### config.mk
export PLATFORM = sky130hd
export DESIGN_NAME = cycle_sequencer
export DESIGN_NICKNAME = d
export VERILOG_FILES = /design/src/rtl/cycle_sequencer.sv
export SDC_FILE = /design/constraint.sdc
export NUM_CORES = 1
export LEC_CHECK = 0
export ABC_AREA = 1
export BUFFER_PORTS_ARGS = -buffer_cell sky130_fd_sc_hd__buf_2
export CAP_MARGIN = 10
export CORE_MARGIN = 2
export CORE_UTILIZATION = 50
export DETAILED_ROUTE_END_ITERATION = 10
export PLACE_DENSITY = 0.75
export SYNTH_ARGS = -nofsm -noshare
export SYNTH_HDL_FRONTEND = slang
export SYNTH_SLANG_ARGS = --single-unit
### constraint.sdc
create_clock -name CLK -period 2.1 [get_ports CLK]
set_input_delay 0.42 -clock CLK [delete_from_list [all_inputs] [get_ports CLK]]
set_output_delay 0.42 -clock CLK [all_outputs]
set_load 0.05 [all_outputs]
### src/rtl/cycle_sequencer.sv
// ============================================================================
// cycle_sequencer : eight-subcycle machine-cycle sequencer driven by PH2 edges,
//                   with M2 wait-state insertion, timeout and overlap detection.
// Revision 1.0
// ============================================================================
`default_nettype none

module cycle_sequencer (
   input  logic       CLK,
   input  logic       RST,
   input  logic       PH1,
   input  logic       PH2,
   input  logic       WAIT,
   output logic [2:0] SUBCYC,
   output logic       SYNC,
   output logic       ADDR_OE,
   output logic       OPR_STB,
   output logic       OPA_STB,
   output logic       CYC_DONE,
   output logic [3:0] WAIT_CNT,
   output logic       TIMEOUT,
   output logic       OVL_ERR
);

   typedef enum logic [2:0] {
      S_A1 = 3'd0,
      S_A2 = 3'd1,
      S_A3 = 3'd2,
      S_M1 = 3'd3,
      S_M2 = 3'd4,
      S_X1 = 3'd5,
      S_X2 = 3'd6,
      S_X3 = 3'd7
   } subcyc_t;

   localparam logic [3:0] C_WAIT_MAX = 4'd15;

   subcyc_t    r_state;
   subcyc_t    w_state_nxt;
   logic       r_ph2_q;
   logic [3:0] r_wait_cnt;
   logic [3:0] w_wait_cnt_nxt;
   logic       r_timeout;
   logic       w_timeout_nxt;
   logic       r_opr_stb;
   logic       r_opa_stb;
   logic       r_cyc_done;
   logic       w_opr_nxt;
   logic       w_opa_nxt;
   logic       w_done_nxt;
   logic       r_ovl_err;
   logic       w_overlap;
   logic       w_advance;

   // An overlapping clock swallows the PH2 edge: ph2_q still follows PH2.
   assign w_overlap = PH1 & PH2;
   assign w_advance = PH2 & ~r_ph2_q & ~w_overlap;

   always_ff @(posedge CLK) begin
      if (RST) begin
         r_state    <= S_A1;
         r_ph2_q    <= 1'b1;
         r_wait_cnt <= 4'd0;
         r_timeout  <= 1'b0;
         r_opr_stb  <= 1'b0;
         r_opa_stb  <= 1'b0;
         r_cyc_done <= 1'b0;
         r_ovl_err  <= 1'b0;
      end else begin
         r_state    <= w_state_nxt;
         r_ph2_q    <= PH2;
         r_wait_cnt <= w_wait_cnt_nxt;
         r_timeout  <= w_timeout_nxt;
         r_opr_stb  <= w_opr_nxt;
         r_opa_stb  <= w_opa_nxt;
         r_cyc_done <= w_done_nxt;
         if (w_overlap) begin
            r_ovl_err <= 1'b1;
         end
      end
   end

   always_comb begin
      w_state_nxt    = r_state;
      w_wait_cnt_nxt = r_wait_cnt;
      w_timeout_nxt  = r_timeout;
      w_opr_nxt      = 1'b0;
      w_opa_nxt      = 1'b0;
      w_done_nxt     = 1'b0;
      if (w_advance) begin
         case (r_state)
            S_A1: w_state_nxt = S_A2;
            S_A2: w_state_nxt = S_A3;
            S_A3: w_state_nxt = S_M1;
            S_M1: begin
               w_state_nxt = S_M2;
               w_opr_nxt   = 1'b1;
            end
            S_M2: begin
               // Stall in M2 until memory is ready or the wait budget runs out.
               if (WAIT && (r_wait_cnt != C_WAIT_MAX)) begin
                  w_wait_cnt_nxt = r_wait_cnt + 4'd1;
               end else begin
                  w_state_nxt = S_X1;
                  w_opa_nxt   = 1'b1;
                  if (WAIT) begin
                     w_timeout_nxt = 1'b1;
                  end
               end
            end
            S_X1: w_state_nxt = S_X2;
            S_X2: w_state_nxt = S_X3;
            S_X3: begin
               w_state_nxt    = S_A1;
               w_wait_cnt_nxt = 4'd0;
               w_timeout_nxt  = 1'b0;
               w_done_nxt     = 1'b1;
            end
            default: w_state_nxt = S_A1;
         endcase
      end
   end

   assign SUBCYC   = r_state;
   assign SYNC     = (r_state == S_X3);
   assign ADDR_OE  = (r_state == S_A1) || (r_state == S_A2) || (r_state == S_A3);
   assign OPR_STB  = r_opr_stb;
   assign OPA_STB  = r_opa_stb;
   assign CYC_DONE = r_cyc_done;
   assign WAIT_CNT = r_wait_cnt;
   assign TIMEOUT  = r_timeout;
   assign OVL_ERR  = r_ovl_err;

endmodule

`default_nettype wire

* Word-level counts from Yosys, hierarchy flattened *
Index checks and enable logic that the tools add are counted.

cells by class
  $add $sub $neg = 1
  equal/unequal tests = 11
  mux-type cells = 10
  reduce and logical (&&, ||, !) cells = 10
  bitwise operators = 7

operator list
  kind                                                                   number
  3-bit one-hot mux with 8 select lines                                  1
  3-bit equality test, second input constant                             4
  4-bit one-hot mux with 2 select lines                                  1
  3-bit by 2-bit equality test with 1-bit output, second input constant  2
  2-bit != test, second input constant                                   3
  1-bit two-way mux                                                      5
  4-bit by 1-bit adder with 4-bit output, second input constant          1
  4-bit two-way mux                                                      1
  4-bit != test, second input constant                                   1
  1-bit inverter                                                         4
  4-bit AND reduction                                                    1
  1-bit bitwise AND                                                      3
  3-bit by 1-bit equality test with 1-bit output, second input constant  1
  3-bit logical NOT                                                      1
  3-bit two-way mux                                                      1
  3-bit AND reduction                                                    1
  3-bit OR reduction                                                     1
  1-bit logical OR                                                       2
  1-bit one-hot mux with 2 select lines                                  1
  2-bit AND reduction                                                    1
  2-bit nonzero test                                                     1
  2-bit OR reduction                                                     1
  1-bit logical AND                                                      1

storage, ports and cells
  register bits after elaboration = 13
  logic and storage cells = 47
  output and inout port bits = 14

* Longest topological paths before layout *
  depth in word-level cells = 5
  depth in mapped cells = 10

* Worst setup path after synthesis *
No wires, ideal clock.

  kind = register to output
  from = register r_state[1] (netlist: SUBCYC[1])
  to = output ADDR_OE
  path buffers = 0
  arrival time = 1.657 ns
  required time = 1.680 ns
  path slack = 0.023 ns
  stages on the path, launching flop included = 4
  cells stage by stage = dfxtp_1 -> ha_1 -> nor3_1 -> nor2_1

between the ends
  word-level cells in the longest chain between the ends = 3
  elaborated cells on any way between the ends = 5
  those cells by class = eq/ne (2); reduce/logical (3)

RTL lines
  item                                                                                        line  RTL
  start: declaration                                                                          38    subcyc_t r_state;
  start signal: assignment                                                                    70    r_state <= w_state_nxt;
  3-bit by 1-bit equality test with 1-bit output / 3-bit logical NOT (equally long branches)  126   assign ADDR_OE = (r_state == S_A1) || (r_state == S_A2) || (r_state == S_A3);
  1-bit logical OR                                                                            126
  1-bit logical OR *                                                                          126
  end: declaration                                                                            16    output logic ADDR_OE,

Mark *: on every way between the ends. The rest lies on a longest branch, timed or not.

* Worst setup path in the final report *
  from = register r_state[1] (netlist: SUBCYC[1])
  to = output SYNC

between the ends
  word-level cells in the longest chain between the ends = 1

RTL lines
  item                 line  RTL
  3-bit equality test  125   assign SYNC = (r_state == S_X3);
  end: declaration     15    output logic SYNC,

Every way passes these cells.

==> results.txt <==
The run finished with clean final reports. The maximum number of pins on one net before global-route repair came out at 10. The chip width came out at between 40 and 50 microns.

Traced cell by cell, the critical path runs through ha_1 -> nand2_1 -> inv_1 -> buf_2. In the routed design, unresolved DRC markers number 0. The number of storage elements in the synthesis netlist is 13. The share of the cycle needed by the critical path after routing came out at 90.8%. The worst path needs ~1.9 ns of the cycle, external delays included.

After the last flow step, the layout net total stands at about 130. The worst ir drop on vdd is 0.000332 V. The internal portion of the total power is 0.336 mW. The via count of the first global-routing pass came out at between 400 and 500. The launch point of the worst path is SUBCYC[1]. The number of warning messages in the yosys log is 0. The proportion of power drawn by combinational gates came out at 9.7%. The post-synthesis instance total is between 90 and 100. The top cell family by delay on the critical path is buffers and inverters. The startpoint identified for the worst register-to-register timing path is SUBCYC[0]. After synthesis, the cell types taking the most area are dfxtp_1, nand2_1, ha_1. The detailed-routing iteration count for the pre-antenna-repair pass is 3. For this design the top-level I/O count stands at 19.

The number of antenna violations at the first check in global routing is 0. The number of diodes added for antenna fixing came out at 0. Of the total power, the share spent switching nets is between 20 and 25%. The longest individual stage delay on the worst path is roughly 0.40 ns.

The worst setup path is launched from a flip-flop. After synthesis, the most frequently instantiated cells are nand2_1, nor2_1, dfxtp_1. The region available for standard cell placement spans 1300 sq um. The count of buffers inserted at the top-level ports came out at 18. The number of cells on the worst reg-to-reg path came out at 8. By instance count, the leading cell after synthesis is nand2_1. The CTS clock-pin slew for the worst setup and hold paths is approximately 0.090 ns. After detailed routing, the number of vias per cell comes to 4.85. The proportion of register bits with asynchronous set or reset after synthesis came out at 0%. The part of the power in registers came out at between 50% and 60%. The final wirelength came out at between 1 and 1.5 mm.

The number of cells on the worst hold path came out at 2. The die extent in y came out at ~41 microns. Across the run, the number of max-cap violations was 0. The setup TNS came out at 0 ns. The number of distinct standard cells referenced by the synthesized netlist is 20. Detailed routing inserted a total of 645 vias. Summing every instance area after synthesis gives ~700 sq um. The total of fill cells in the finished design came out at about 130.

Measured against its own limit, the worst slew margin works out to 80.7%. The clock sink count came out at 13. In this run the remaining antenna-violating nets after routing total 0. After global routing the overflow that remains totals 0. The cell area after placement is approximately 810 sq um. The number of flops mapped to enable cells by yosys is 0. Together, buffers and inverters on the worst path number 2. The timing-limited maximum frequency came out at 524 MHz. The capture instance of the worst register-to-register path is SUBCYC[1]. The critical path is of the reg2out type. The final weighted congestion in routability-driven placement came out at around 0.85. The global-route wire length before repair came out at ~1.9 mm. The required arrival time at the worst endpoint came out at ~1.7 ns. The max-slew violation count is 0.

In the final layout, flip-flops and latches occupy approximately 260 sq um. The detailed placer's ending HPWL is roughly 1.0 mm. The number of hold violations in the final report is 0. The static leakage came out at around 0.40 nW. From synthesis to final layout, the design area changed by 19.4%. The minimum setup slack among reg-to-reg paths came out at approximately 0.70 ns.

The root buffer cell is clkbuf_4. The net count after synthesis is roughly 110. The dominant cell type by area after synthesis is dfxtp_1. The multi-input combinational cells in the finished layout cover a total of approximately 380 sq um. The number of buffers inserted for hold repair after clock tree synthesis came out at 0. At the later pin of the worst-skew pair, clock insertion delay measures around 0.27 ns.

The overall global routing resource usage is 16.7%. Buffers added to address setup during post-CTS repair amount to 0. The worst hold path terminates at r_ph2_q. In this run, the clock network consumes between 30% and 40% of the power. Setup repair after global routing left no endpoint under its margin. The number of buffers inserted during clock tree synthesis is 3.

The longest clock path from root to sink contains 2 buffers. TritonCTS built the clock tree. The worst hold path begins at PH2. In the synthesized netlist the dominant register cell turns out to be dfxtp_1. The count of endpoints failing setup in the final report is 0. The arrival time at the worst endpoint came out at about 1.5 ns. The post-cts gate resize count is 0. The mean cell area of the mapped netlist came out at a little over 7 sq um.

The worst setup path is captured at an output port. The floorplan step defined a die boundary enclosing ~1700 sq um. The effective utilization at floorplan came out at 53.6%.

The number of standard-cell rows in the floorplan came out at 13. After detailed routing, the average wire length per cell comes to 9.77 microns. At the pin with the least slew margin, the transition time is slightly below 0.3 ns. The final setup skew is 0.0144 ns. The share of the synthesized area in the top cell type is between 30% and 40%. The H-tree depth reported by CTS is 1. On the critical path, the stage with the largest delay is an instance of dfxtp_1.

The summed area of non-filler cells in the final layout came out at 832 sq um. The portion of the post-synthesis area used by sequential elements came out at a little under two fifths. The areal power density over the cells is 536 nW/um^2. The tightest min-delay check is of the in2reg type. The largest fanout on the critical path came out at 5.

The first routing iteration left 5 violations. The switching power summed over all nets is 0.110 mW. The ratio of cells with drive above 1 in the final layout is between 20% and 30%.
==> per-stage QoR <==
step	util, %	hold WS [ns]	power, mW	cells	setup WS, ns
5_1_grt	63.9	0.371	0.468	133	0.0576
3_5_place_dp	61.9	0.458	0.301	129	0.490
3_3_place_gp	61.9	0.456	0.301	129	0.541
6_report	63.9	0.381	0.446	133	0.192
4_1_cts	63.9	0.370	0.451	133	0.186
2_1_floorplan	-	0.489	0.288	96	0.0234
==> worst max-delay path by stage <==
stage	slack [ns]	endpoint	cells after the start
finish	0.19	SYNC	4
global route	0.06	ADDR_OE	5
CTS	0.19	SYNC	4
detailed placement	0.49	SYNC	4
global placement	0.54	SYNC	4
floorplan	0.02	ADDR_OE	3
==> kinds of logic after synthesis <==
kind of cell / after synthesis / synth area share (%)
adder cells (fa/ha/maj): 5 / 8.98
flip-flops: 13 / 37.3
AO/OA/AOI/OAI: 11 / 8.44
AND/OR/NAND/NOR: 53 / 37.2
buffers and inverters: 14 / 8.08
==> layout make-up <==
type                            count  area share (%)
Sequential cell                    13            31.3
Tap cell                           15            2.26
Clock buffer                        4            3.16
Inverter                           14            6.77
Multi-Input combinational cell     69            45.7
Timing Repair Buffer               18            10.8
==> flip-flops by register name, summed over array words and instances, names as in the netlist <==
register  count
CYC_DONE      1
OPA_STB       1
SUBCYC        3
TIMEOUT       1
OPR_STB       1
r_ph2_q       1
WAIT_CNT      4
OVL_ERR       1
==> metal layers <==
metal  GRT usage [%]  vias to the layer above  routed length, microns
met4            1.61                        0                       0
met2            31.6                       13                     592
met1            19.0                      283                     643
met3            4.79                        0                      64
met5               0                        -                       0
li1                -                      349                       -
==> placed cells by master, fill, tap and decap left out <==
cell,synthesis,final
clkinv_2,1,1
nor2_1,15,15
nand4_1,2,2
or2_2,1,1
clkbuf_1,0,1
nand2_1,18,18
dfxtp_1,13,13
nand2_4,2,2
ha_1,5,5
a21oi_1,8,8
nand3_2,1,1
o21ai_2,1,1
buf_2,0,18
nor3_1,2,2
nor2_4,1,1
o21ai_0,2,2
nand3b_1,1,1
inv_1,12,12
nand2_2,3,3
nand3_1,6,6
inv_4,1,1
or2_1,1,1
clkbuf_4,0,3
==> power by group through the flow <==
stage          Clock [mW]  Combinational (mW)  Sequential (mW)
2_1_floorplan           0              0.0211            0.267
3_3_place_gp            0              0.0431            0.258
3_5_place_dp            0              0.0431            0.258
4_1_cts             0.156              0.0434            0.252
5_1_grt             0.168              0.0469            0.253
6_report            0.150              0.0431            0.252
Note: power is estimated with default switching activity, not from simulation.
